<file path="src/rtl/smart_aircon_pkg.sv">
// smart_aircon_pkg: shared zone state codes and counter sizing helper
package smart_aircon_pkg;

  typedef enum logic [1:0] {
    IDLE    = 2'd0,
    COOLING = 2'd1,
    HOLDOFF = 2'd2
  } zone_state_t;

  function automatic int cnt_w(input int a, input int b, input int c);
    int m;
    m = (a > b) ? a : b;
    m = (m > c) ? m : c;
    return $clog2(m + 1);
  endfunction

endpackage

</file>
<file path="src/rtl/smart_aircon_zone_ctrl.sv">
// smart_aircon_zone_ctrl: one zone's hot flag, vacancy counter, state machine and protection timer
module smart_aircon_zone_ctrl
  import smart_aircon_pkg::*;
#(
  parameter int TEMP_W        = 8,
  parameter int MIN_ON_TICKS  = 5,
  parameter int MIN_OFF_TICKS = 3,
  parameter int VACANT_TICKS  = 10
) (
  input  logic              clk,
  input  logic              rst_n,
  input  logic              tick,
  input  logic              enable,
  input  logic              grant,
  input  logic [TEMP_W-1:0] setpoint,
  input  logic [TEMP_W-1:0] hyst,
  input  logic [TEMP_W-1:0] temp,
  input  logic              person_present,
  output logic              demand,
  output logic              nxt_cool,
  output logic              turn_on,
  output logic [1:0]        zone_state
);
  localparam int CW = cnt_w(MIN_ON_TICKS, MIN_OFF_TICKS, VACANT_TICKS);

  logic              hot;
  logic [CW-1:0]     vac, tmr, tmr_n;
  logic [TEMP_W:0]   hi;
  zone_state_t       st, st_n;

  assign hi         = {1'b0, setpoint} + {1'b0, hyst};
  assign demand     = enable & hot & (vac < CW'(VACANT_TICKS));
  assign nxt_cool   = (st_n == COOLING);
  assign zone_state = st;

  // hysteresis flag: set wins over clear when the band is zero
  always_ff @(posedge clk or negedge rst_n)
    if (!rst_n) hot <= 1'b0;
    else hot <= ({1'b0, temp} >= hi) ? 1'b1 : (temp <= setpoint) ? 1'b0 : hot;

  // vacancy counter: presence clears it, ticks age it up to saturation
  always_ff @(posedge clk or negedge rst_n)
    if (!rst_n) vac <= CW'(VACANT_TICKS);
    else if (person_present) vac <= '0;
    else if (tick && vac < CW'(VACANT_TICKS)) vac <= vac + CW'(1);

  // next state and timer; a global disable drops cooling immediately
  always_comb begin
    st_n  = st;
    tmr_n = tmr;
    case (st)
      IDLE:
        if (tick && demand && grant) begin
          st_n  = COOLING;
          tmr_n = CW'(MIN_ON_TICKS);
        end
      COOLING:
        if (!enable || (tick && tmr == '0 && !demand)) begin
          st_n  = HOLDOFF;
          tmr_n = CW'(MIN_OFF_TICKS);
        end else if (tick && tmr != '0) tmr_n = tmr - CW'(1);
      HOLDOFF:
        if (tick) begin
          st_n  = (tmr == '0) ? IDLE : HOLDOFF;
          tmr_n = (tmr == '0) ? tmr : tmr - CW'(1);
        end
      default: begin
        st_n  = IDLE;
        tmr_n = '0;
      end
    endcase
  end

  // state, timer and relay drive move together
  always_ff @(posedge clk or negedge rst_n)
    if (!rst_n) begin
      st      <= IDLE;
      tmr     <= '0;
      turn_on <= 1'b0;
    end else begin
      st      <= st_n;
      tmr     <= tmr_n;
      turn_on <= nxt_cool;
    end

endmodule

</file>
<file path="src/rtl/smart_aircon_zones.sv">
// smart_aircon_zones: multi-zone cooling controller with one-start-per-tick arbitration
module smart_aircon_zones
  import smart_aircon_pkg::*;
#(
  parameter int N_ZONES       = 4,
  parameter int TEMP_W        = 8,
  parameter int MIN_ON_TICKS  = 5,
  parameter int MIN_OFF_TICKS = 3,
  parameter int VACANT_TICKS  = 10
) (
  input  logic                          clk,
  input  logic                          rst_n,
  input  logic                          tick,
  input  logic                          enable,
  input  logic [TEMP_W-1:0]             setpoint,
  input  logic [TEMP_W-1:0]             hyst,
  input  logic [N_ZONES*TEMP_W-1:0]     temp,
  input  logic [N_ZONES-1:0]            person_present,
  output logic [N_ZONES-1:0]            turn_on,
  output logic [N_ZONES*2-1:0]          zone_state,
  output logic [$clog2(N_ZONES+1)-1:0]  active_count
);
  localparam int AW = $clog2(N_ZONES + 1);

  logic [N_ZONES-1:0] demand, req, grant, nxt_cool;
  logic [AW-1:0]      cnt;

  for (genvar z = 0; z < N_ZONES; z++) begin : g_zone
    smart_aircon_zone_ctrl #(
      .TEMP_W       (TEMP_W),
      .MIN_ON_TICKS (MIN_ON_TICKS),
      .MIN_OFF_TICKS(MIN_OFF_TICKS),
      .VACANT_TICKS (VACANT_TICKS)
    ) u_zone (
      .clk           (clk),
      .rst_n         (rst_n),
      .tick          (tick),
      .enable        (enable),
      .grant         (grant[z]),
      .setpoint      (setpoint),
      .hyst          (hyst),
      .temp          (temp[z*TEMP_W +: TEMP_W]),
      .person_present(person_present[z]),
      .demand        (demand[z]),
      .nxt_cool      (nxt_cool[z]),
      .turn_on       (turn_on[z]),
      .zone_state    (zone_state[z*2 +: 2])
    );
    assign req[z] = demand[z] & (zone_state[z*2 +: 2] == IDLE);
  end

  assign grant = req & (-req);

  // count zones heading into cooling so the count lines up with turn_on
  always_comb begin
    cnt = '0;
    for (int i = 0; i < N_ZONES; i++) cnt = cnt + AW'(nxt_cool[i]);
  end

  // registered active zone count
  always_ff @(posedge clk or negedge rst_n)
    if (!rst_n) active_count <= '0;
    else active_count <= cnt;

endmodule
</file>
<file path="config.mk">
export PLATFORM = sky130hd
export DESIGN_NAME = smart_aircon_zones
export DESIGN_NICKNAME = d
export VERILOG_FILES = /design/src/rtl/smart_aircon_pkg.sv /design/src/rtl/smart_aircon_zone_ctrl.sv /design/src/rtl/smart_aircon_zones.sv
export SDC_FILE = /design/constraint.sdc
export NUM_CORES = 1
export LEC_CHECK = 0
export CAP_MARGIN = 20
export CORE_MARGIN = 3
export CORE_UTILIZATION = 36
export DETAILED_ROUTE_END_ITERATION = 6
export GPL_TIMING_DRIVEN = 0
export SETUP_SLACK_MARGIN = 0.15
export SYNTH_ARGS = -nofsm -noshare
export SYNTH_HDL_FRONTEND = slang
export SYNTH_HIERARCHICAL = 1
export SYNTH_SLANG_ARGS = --single-unit
</file>
<file path="constraint.sdc">
create_clock -name clk -period 3.3 [get_ports clk]
set_clock_uncertainty 0.1 [all_clocks]
set_input_delay 0.825 -clock clk [delete_from_list [all_inputs] [get_ports clk]]
set_output_delay 0.825 -clock clk [all_outputs]
set_load 0.01 [all_outputs]
</file>
# == Word-level counts from Yosys, hierarchy flattened ==
# Index checks and enable logic that the tools add are counted.
# classes
n_eq_ne,28
bitwise,13
n_lt_le_gt_ge,12
add_sub_neg,13
reduce_logical,57
n_mux,60
# op_table
operator,count
$mux W4,28
$pmux W4 S3,4
$ge A8 B9 Y1,4
$le A8 B8 Y1,4
$mux W2,16
$logic_and A1 B1 Y1,24
$pmux W2 S3,4
$add A4 B1 Y4 const B,4
$eq A2 B1 Y1 const B,8
$logic_not A4 Y1,4
$lt A4 B4 Y1 const B,4
$ne A2 B2 Y1 const B,8
$reduce_and A4 Y1,4
$reduce_bool A2 Y1,8
$reduce_bool A4 Y1,4
$sub A4 B1 Y4 const B,4
$and A1 B1 Y1,12
$ne A3 B1 Y1 const B,4
$add A8 B8 Y9,1
$eq A2 B2 Y1 const B,4
$logic_not A2 Y1,4
$mux W1,8
$ne A2 B1 Y1 const B,4
$logic_not A1 Y1,5
other kinds (6),9
# totals
wordCells,204
out_inout_bits,15
ff_bits,51

# == Logic depth before layout (Yosys ltp) ==
# Gate-level depths: netlist of run 1.
# logic_depth
depth_word,12
depth_mapped,13

# == Modules after synthesis ==
# Netlist of run 1, hierarchy kept.
# modules_own_cells
module,seq_area_each_um2,cells_each,instances,area_per_inst_um2
smart_aircon_zone_ctrl at g_zone[1].u_zone ...,302.8,157,3,1412.6
smart_aircon_zone_ctrl at g_zone[0].u_zone,302.8,157,1,1413.9
smart_aircon_zones,75.1,18,1,201.4

# == Worst setup path after synthesis of run 1 ==
# OpenSTA, ideal clock, no wires.
# synth_path
path_kind,input to register
start,in enable
end,reg active_count[1]
path_buffers,0
slack_ns,-0.108
t_arrival_ns,3.182
path_stages,12
path_cell_list,and2_1 and2_2 nor3b_2 nor4_2 nand4_1 or2_4 a21oi_1 inv_1 fa_1 inv_1 ha_1 ha_1
# synth_via
elab_chain_cells,12
elab_cells_between_ends,54
cone_classes,4 x add/sub; 4 x eq/ne; 12 x mux; 13 x bitwise; 21 x reduce/logical
# synth_lines
element,line,rtl
start: declaration,smart_aircon_zones.sv:14,"input logic enable,"
$and A1 B1 Y1 * (2 in series),smart_aircon_zone_ctrl.sv:32,assign demand = enable & hot & (vac < CW'(VACANT_TICKS));
via demand[0],smart_aircon_zones.sv:25,"logic [N_ZONES-1:0] demand, req, grant, nxt_cool;"
$and A1 B1 Y1 *,smart_aircon_zones.sv:49,assign req[z] = demand[z] & (zone_state[z*2 +: 2] == IDLE);
$neg A4 Y4,smart_aircon_zones.sv:52,assign grant = req & (-req);
$and A4 B4 Y4 *,smart_aircon_zones.sv:52,
via grant[0],smart_aircon_zones.sv:25,
$logic_and A1 B1 Y1 *,smart_aircon_zone_ctrl.sv:53,if (tick && demand && grant) begin
$mux W2 *,smart_aircon_zone_ctrl.sv:53,
$pmux W2 S3 *,smart_aircon_zone_ctrl.sv:51,case (st)
$eq A2 B1 Y1 *,smart_aircon_zone_ctrl.sv:33,assign nxt_cool = (st_n == COOLING);
$add A1 B1 Y2 *,smart_aircon_zones.sv:57,for (int i = 0; i < N_ZONES; i++) cnt = cnt + AW'(nxt_cool[i]);
$add A2 B1 Y3 *,smart_aircon_zones.sv:57,
$add A3 B1 Y3 *,smart_aircon_zones.sv:57,
via cnt[1],smart_aircon_zones.sv:26,logic [AW-1:0] cnt;
end signal: assignment,smart_aircon_zones.sv:63,else active_count <= cnt;
end: declaration,smart_aircon_zones.sv:21,output logic [$clog2(N_ZONES+1)-1:0] active_count
# The timed path passes the listed nets; every way through them passes the cells marked *.
# A chain may end at the register's enable or synchronous reset.

# == Final worst setup path of run 1 ==
# layout_path
start,in enable
end,reg g_zone[3].u_zone.tmr[2]
# layout_via
elab_chain_cells,8
elab_cells_between_ends,25
cone_classes,1 x add/sub; 2 x eq/ne; 2 x mux; 13 x bitwise; 7 x reduce/logical
# layout_lines
element,line,rtl
$and A1 B1 Y1 (2 in series),smart_aircon_zone_ctrl.sv:32,
via demand[0],smart_aircon_zones.sv:25,
$and A1 B1 Y1,smart_aircon_zones.sv:49,
$neg A4 Y4,smart_aircon_zones.sv:52,
$and A4 B4 Y4,smart_aircon_zones.sv:52,
via grant[3],smart_aircon_zones.sv:25,
$logic_and A1 B1 Y1,smart_aircon_zone_ctrl.sv:53,
$ne A2 B1 Y1 (no source line),-,
$reduce_and A4 Y1 (no source line),-,
end signal: assignment,smart_aircon_zone_ctrl.sv:82,tmr <= tmr_n;
end: declaration,smart_aircon_zone_ctrl.sv:27,"logic [CW-1:0] vac, tmr, tmr_n;"
# The timed path passes the listed nets, and every way through them passes these cells.

==> results of run 1 <==
==> worst paths after layout <==
check,to,from,slack (ns)
worst max-delay path,g_zone[3].u_zone/tmr[2],enable,0.15
worst min register to register,g_zone[0].u_zone/tmr[1],g_zone[0].u_zone/tmr[1],0.44
max in group asynchronous,g_zone[2].u_zone/vac[1],rst_n,2.17
worst max register to register,g_zone[3].u_zone/tmr[2],g_zone[3].u_zone/vac[2],0.22
worst min-delay path,g_zone[0].u_zone/zone_state[1],rst_n,0.34
min in group clk,g_zone[0].u_zone/tmr[1],g_zone[0].u_zone/tmr[1],0.44
==> sequential cells by signal (all words and copies together), names as in the netlist <==
signal / count
g_zone.u_zone/vac: 16
g_zone.u_zone/zone_state: 8
active_count: 3
g_zone.u_zone/tmr: 16
g_zone.u_zone/turn_on: 4
g_zone.u_zone/hot: 4
==> repair_timing <==
item | 4_1_cts | 5_1_grt
pin swaps | 13 | 23
cloned | 0 | 0
resized for setup | 102 | 48
buffers inserted | 27 | 8
endpoints found under the setup margin | 21 | 8
==> power by group <==
part	total [mW]	leakage, nW	switching (mW)	internal, mW
sequential	0.916	0.634	0.156	0.761
clock	0.608	0.0804	0.247	0.361
combinational	1.60	2.73	0.801	0.801
total	3.13	3.44	1.20	1.92
==> critical path: stages <==
cell and delay (ns):
buf_12 0.11, and2_4 0.15, and2_4 0.14, nor3b_4 0.16, nor4_2 0.28, nand4_1 0.16
buf_4 0.18, buf_6 0.10, buf_6 0.10, buf_6 0.10, buf_6 0.10, buf_6 0.10
buf_6 0.10, buf_6 0.10, buf_6 0.10, nor3_2 0.14, a31oi_1 0.06, a21oi_1 0.16
a211o_1 0.12
==> through the flow <==
| step | setup WS (ns) | cells | total power [mW] | area, sq um | util, % |
|---|---|---|---|---|---|
| after CTS | 0.140 | 963 | 3.10 | 7330 | 47.1 |
| after global routing | -0.0589 | 971 | 3.39 | 7540 | 48.5 |
| after global placement | -1.21 | 927 | 2.35 | 6840 | 44.0 |
| final | 0.150 | 971 | 3.13 | 7540 | 48.5 |
| after detailed placement | -1.26 | 928 | 2.41 | 6850 | 44.1 |
| after floorplan | 0.0361 | 646 | 1.97 | 5870 | - |
==> cell type report <==
class	instances	share of cell area (%)
multi-input cells	521	59.7
flip-flops and latches	51	17.1
repair buffers	106	13.5
well taps	211	3.50
inverters	65	3.24
clock buffers	5	1.66
plain buffers	9	0.764
clock inverters	3	0.614
==> routing by layer <==
metal / routed length [microns] / share of wire [%] / vias up / global-route usage [%]
li1: - / - / 2610 / -
met1: 6900 / 47 / 2441 / 20.9
met2: 7060 / 48 / 97 / 28.6
met3: 503 / 3.4 / 27 / 2.27
met4: 352 / 2.4 / 0 / 5.89
met5: 0 / 0 / - / 0
==> layout by cell type, fill, tap and decap left out, types with 12 or more instances in the layout <==
master / instances
a21o_1: 21
a21oi_1: 50
buf_4: 27
clkdlybuf4s50_1: 52
dfrtp_1: 43
ha_1: 97
inv_1: 61
nand2_1: 24
nand2b_1: 28
nand4_1: 12
nor2_1: 37
o21ai_0: 31
xnor2_1: 14
xor2_1: 12
==> logic make-up after synthesis <==
kind of cell / after synthesis / share of synthesized area [%]
xor+xnor: 28 / 4.19
simple gates: 166 / 16.5
mux: 4 / 0.834
flops: 51 / 22.0
fa+ha+maj: 115 / 25.2
compound gates: 208 / 26.1
buf+inv: 74 / 5.15
==> out/results.ini, run 1 <==
[cts]
cts_buffer_depth=2
ctsHtreeMaxLevel=2
clock-sinks=51
cts_tree=yes
cts_root_buf=clkbuf_16
clk_latency_ns=0.30
cts_made_buffers=5
ctsHoldBuffers=0
path_clk_slew_ns=0.07

[routing]
drt_wl_total_microns=14800
via_per_inst=5.33
num_vias=5175
route.detailed.drc=0
wl_per_cell_microns=15.3
first_pass_iters=4
detail_route.iter0.violations=190
ant_nets=0

[floorplanning]
initial_core_util_pct=37.7
ios=71
fp.coreArea_sq_mm=0.0155
die_w_microns=134
num_rows=45
die_h_microns=134
dieArea_sq_mm=0.0178

[timing]
holdWs_ns=0.341
tightestPinTransition_ns=0.509
hold_violations=0
drv_slew=0
tns_ns=0
period_minus_slack_ns=3.15
fmax_mhz=317
finalSetupViolations=0
rsz0062_at_grt=yes
slew-limit-headroom_pct=66.0
period_share_pct=95.5

[place]
routabilityCongestion=0.877
io_buffers=70
hpwl_microns=11100

[global_routing]
grt_pass1_vias=5308
grt_pass1_wl_microns=24400
grt_usage_pct=16.5
grt_max_degree=39
grt_overflow_total=0
antenna_found_initial=0

[final_layout]
num-fill-cells=1471
final-seq-area_sq_mm=0.00129
final_nets=930
syn_to_final_growth_pct=28.8
diodes=0
drive_above_1_share_pct=19.9
multi_input_area_sq_mm=0.00450

[synth]
synth_area_sq_mm=0.00585
avgSynthCellArea_sq_um=9.06
yosysSeqAreaShare_pct=22.0
synthFlopType=dfrtp_1
synth_edf_count=0
syn_inst=646
synth.most_common_cell=ha_1
yosys.area.top_type_share_pct=23.5
yosysTopAreaCell=ha_1
ys_ff_latch=51
synth_cell_type_count=68
synthTopCellsByArea=ha_1 (24%), dfrtp_1 (18%), a21oi_1 (4.7%)
synth-warning-count=6
synth_nets=817
synth_common_cells=ha_1 (110), inv_1 (65), a21oi_1 (55)
synthArstFlopShare_pct=100

[critical_path]
crit_path_max_fanout=6
ff2ff_path_depth=18
worst_setup_path_start_kind=primary input
crit_required_ns=3.44
endpoint_kind=flop
critical_path_class=primary input to flop
critical_path_arrival_ns=3.29

[min_path]
worstHoldPathType=primary input to async pin

[power_and_ir_drop]
cellPowerDensity_mw_per_mm2=415
p_leak_nw=3.44
ir_drop_mv=0.250

[run]
max_cap_viol_count=0

[outcome]
run_status=complete, no violations

No activity file was read; power rests on OpenSTA's default activity.
==> run 2, diff against run 1 <==
--- a/config.mk
+++ b/config.mk
@@ -6,12 +6,11 @@
 export NUM_CORES = 1
 export LEC_CHECK = 0
 export CAP_MARGIN = 20
-export CORE_MARGIN = 3
+export CORE_MARGIN = 1
 export CORE_UTILIZATION = 36
 export DETAILED_ROUTE_END_ITERATION = 6
 export GPL_TIMING_DRIVEN = 0
 export SETUP_SLACK_MARGIN = 0.15
 export SYNTH_ARGS = -nofsm -noshare
 export SYNTH_HDL_FRONTEND = slang
-export SYNTH_HIERARCHICAL = 1
 export SYNTH_SLANG_ARGS = --single-unit
==> constraint.sdc (replaced) <==
create_clock -name clk -period 3.5 [get_ports clk]
set_clock_uncertainty 0.1 [all_clocks]
set_input_delay 0.875 -clock clk [delete_from_list [all_inputs] [get_ports clk]]
set_output_delay 0.875 -clock clk [all_outputs]
set_load 0.01 [all_outputs]
==> out/results.ini, run 2 <==
[outcome]
run_status=complete, no violations

[synth]
yosys.area.top_type_share_pct=23.7
yosysTopAreaCell=dfrtp_1
yosys.area_share.simple_pct=14.6
synthArstFlopShare_pct=100
synth_compound_area_share_pct=25.2
synth_edf_count=0
synth_top_family_by_area=compound AO/OA/AOI/OAI gates
synth-xor-area-share_pct=2.50
synth.most_common_cell=ha_1
synthFlopType=dfrtp_1
syn_inst=490
synth_mux_area_share_pct=0.908
synth_cell_type_count=67
synth_fa_ha_area_share_pct=24.0
ys_ff_latch=51
avgSynthCellArea_sq_um=9.28
synth-warning-count=0
synth_nets=632
yosysSeqAreaShare_pct=28.3
synth_common_cells=ha_1 (84), dfrtp_1 (43), a21oi_1 (40)
synthTopCellsByArea=dfrtp_1 (24%), ha_1 (23%), dfstp_2 (4.6%)
synth_area_sq_mm=0.00455

[critical_path]
critPathSlowestCell=fa_2
crit_required_ns=3.57
path_common_cell=a21o_1
cp_cell_sequence=dlygate4sd2_1, fa_2, a21oi_4, o21ai_2, o21a_1, nor2_2, xor2_2, buf_6, ha_4, a21o_1, a21o_1, a41oi_2, o22ai_1
cp.depth=13
critPathLaunch=setpoint[1]
cp_top_family=compound AO/OA/AOI/OAI gates
ff2ff_path_depth=11
rr_endpoint=active_count[1]
worst_setup_path_start_kind=primary input
critical_path_class=primary input to flop
endpoint_kind=flop
r2r-start=g_zone[1].u_zone.tmr[0]
slowest_delay_ns=0.43
critical_path_arrival_ns=3.33
crit_path_max_fanout=4
reg2reg_slack_ns=0.61
worstSetupEndpoint=g_zone[3].u_zone.hot
cp_num_buf_inv=2

[global_routing]
grt_pass1_vias=4015
grt_pass1_wl_microns=19500
antenna_found_initial=0
grt_usage_pct=18.8
grt_max_degree=39
grt_overflow_total=0

[min_path]
worstHoldPathType=primary input to async pin

[cts]
clk_latency_ns=0.30
cts_buffer_depth=2
ctsHoldBuffers=0
ctsHtreeMaxLevel=2
cts_root_buf=clkbuf_16
cts_tree=yes
path_clk_slew_ns=0.07
cts_made_buffers=5
clock-sinks=51

[final_layout]
diodes=0
drive_above_1_share_pct=12.4
num-fill-cells=1153
final_nets=714
final_core_util_pct=48.2
final_cell_mix=ha_1 (78), clkdlybuf4s50_1 (62), dfrtp_1 (43)
final_common_cell=ha_1
layoutNonFillerInstCount=741
syn_to_final_growth_pct=28.8

[timing]
slew-limit-headroom_pct=63.3
fmax_mhz=307
tightestPinTransition_ns=0.550
finalSetupViolations=0
period_minus_slack_ns=3.26
period_share_pct=93.0
drv_slew=0
hold_violations=0
rsz0062_at_grt=yes

[routing]
num_vias=4022
ant_nets=0
route.detailed.drc=0
wl_per_cell_microns=15.9
detail_route.iter0.violations=193
drt_wl_total_microns=11800
via_per_inst=5.43
first_pass_iters=4

[place]
routabilityCongestion=0.830
hpwl_microns=9340
numPlacedInstances=728
io_buffers=69

[floorplanning]
die_h_microns=114
ios=71
initial_core_util_pct=37.4
die_w_microns=114
fp.coreArea_sq_mm=0.0122
num_rows=40
dieArea_sq_mm=0.0131

[power_and_ir_drop]
cellPowerDensity_mw_per_mm2=503
total_power_mw=2.95
ir_drop_mv=0.185
p_leak_nw=2.62

[run]
max_cap_viol_count=0

==> run 2: cell count changes after synthesis, moves of 5 or more <==
cell | previous run | this run
and2_1 | 5 | 0
a211oi_1 | 5 | 10
nor3_1 | 8 | 3
nand3_1 | 4 | 9
ha_1 | 110 | 84
nor2_1 | 37 | 30
nand2b_1 | 29 | 14
a21oi_1 | 55 | 40
inv_1 | 65 | 28
xnor2_1 | 16 | 7
xor2_1 | 12 | 6
nor2b_1 | 11 | 6
==> run 2: metal layers <==
layer  track usage (%)  wire length [microns]  vias to the layer above
li1                  -                      -                     2005
met1              22.9                   5160                     1917
met2              34.6                   6000                       90
met4              4.68                    127                        0
met5                 0                      0                        -
met3              2.49                    465                       10
==> run 2: report_power, final <==
group	internal, mW	total (mW)	switching (mW)
clock	0.410	0.638	0.228
sequential	0.742	0.880	0.138
combinational	0.688	1.43	0.740
total	1.84	2.95	1.11
==> run 2: per-stage QoR <==
stage | setup slack, ns | instance area [sq um] | hold slack [ns] | setup TNS, ns
floorplan | 0.198 | 4550 | 0.381 | 0
finish | 0.244 | 5860 | 0.371 | 0
CTS | 0.151 | 5830 | 0.385 | 0
detailed placement | -0.888 | 5470 | 0.417 | -4.26
global placement | -0.785 | 5450 | 0.406 | -8.51
global route | 0.137 | 5860 | 0.397 | 0
==> run 2: what timing repair did <==
action,4_1_cts,5_1_grt
resized for setup,29,11
pin swaps,16,11
setup endpoints to repair,7,5
setup buffers,5,0
==> run 2: cell families (layout without fill, tap and decap cells) <==
logic type	after synthesis	in the layout
AO/OA/AOI/OAI	173	173
AND/OR/NAND/NOR	119	119
adder cells (fa/ha/maj)	86	86
flip-flops	51	51
buffers and inverters	44	127
XOR/XNOR	13	13
multiplexers	4	4
==> run 2: area by class of cell <==
cell class                 instances  area (sq um)  share of cell area (%)
multi-input combinational        395          3230                    55.1
sequential                        51          1290                    22.0
timing repair buffer              75           737                    12.6
tap                              168           210                    3.59
clock buffer                       6           129                    2.20
inverter                          29           109                    1.86
buffer                            15          97.6                    1.67
clock inverter                     2          60.1                    1.02
==> run 2: worst min path at each step <==
stage	start	endpoint	cells past startpoint
floorplan	g_zone[1].u_zone.tmr[1]	g_zone[1].u_zone.tmr[1]	1
global placement	g_zone[1].u_zone.tmr[1]	g_zone[1].u_zone.tmr[1]	1
detailed placement	g_zone[3].u_zone.vac[1]	g_zone[3].u_zone.vac[1]	2
CTS	rst_n	g_zone[0].u_zone.vac[0]	1
global route	rst_n	g_zone[0].u_zone.tmr[0]	1
finish	rst_n	g_zone[0].u_zone.tmr[0]	1
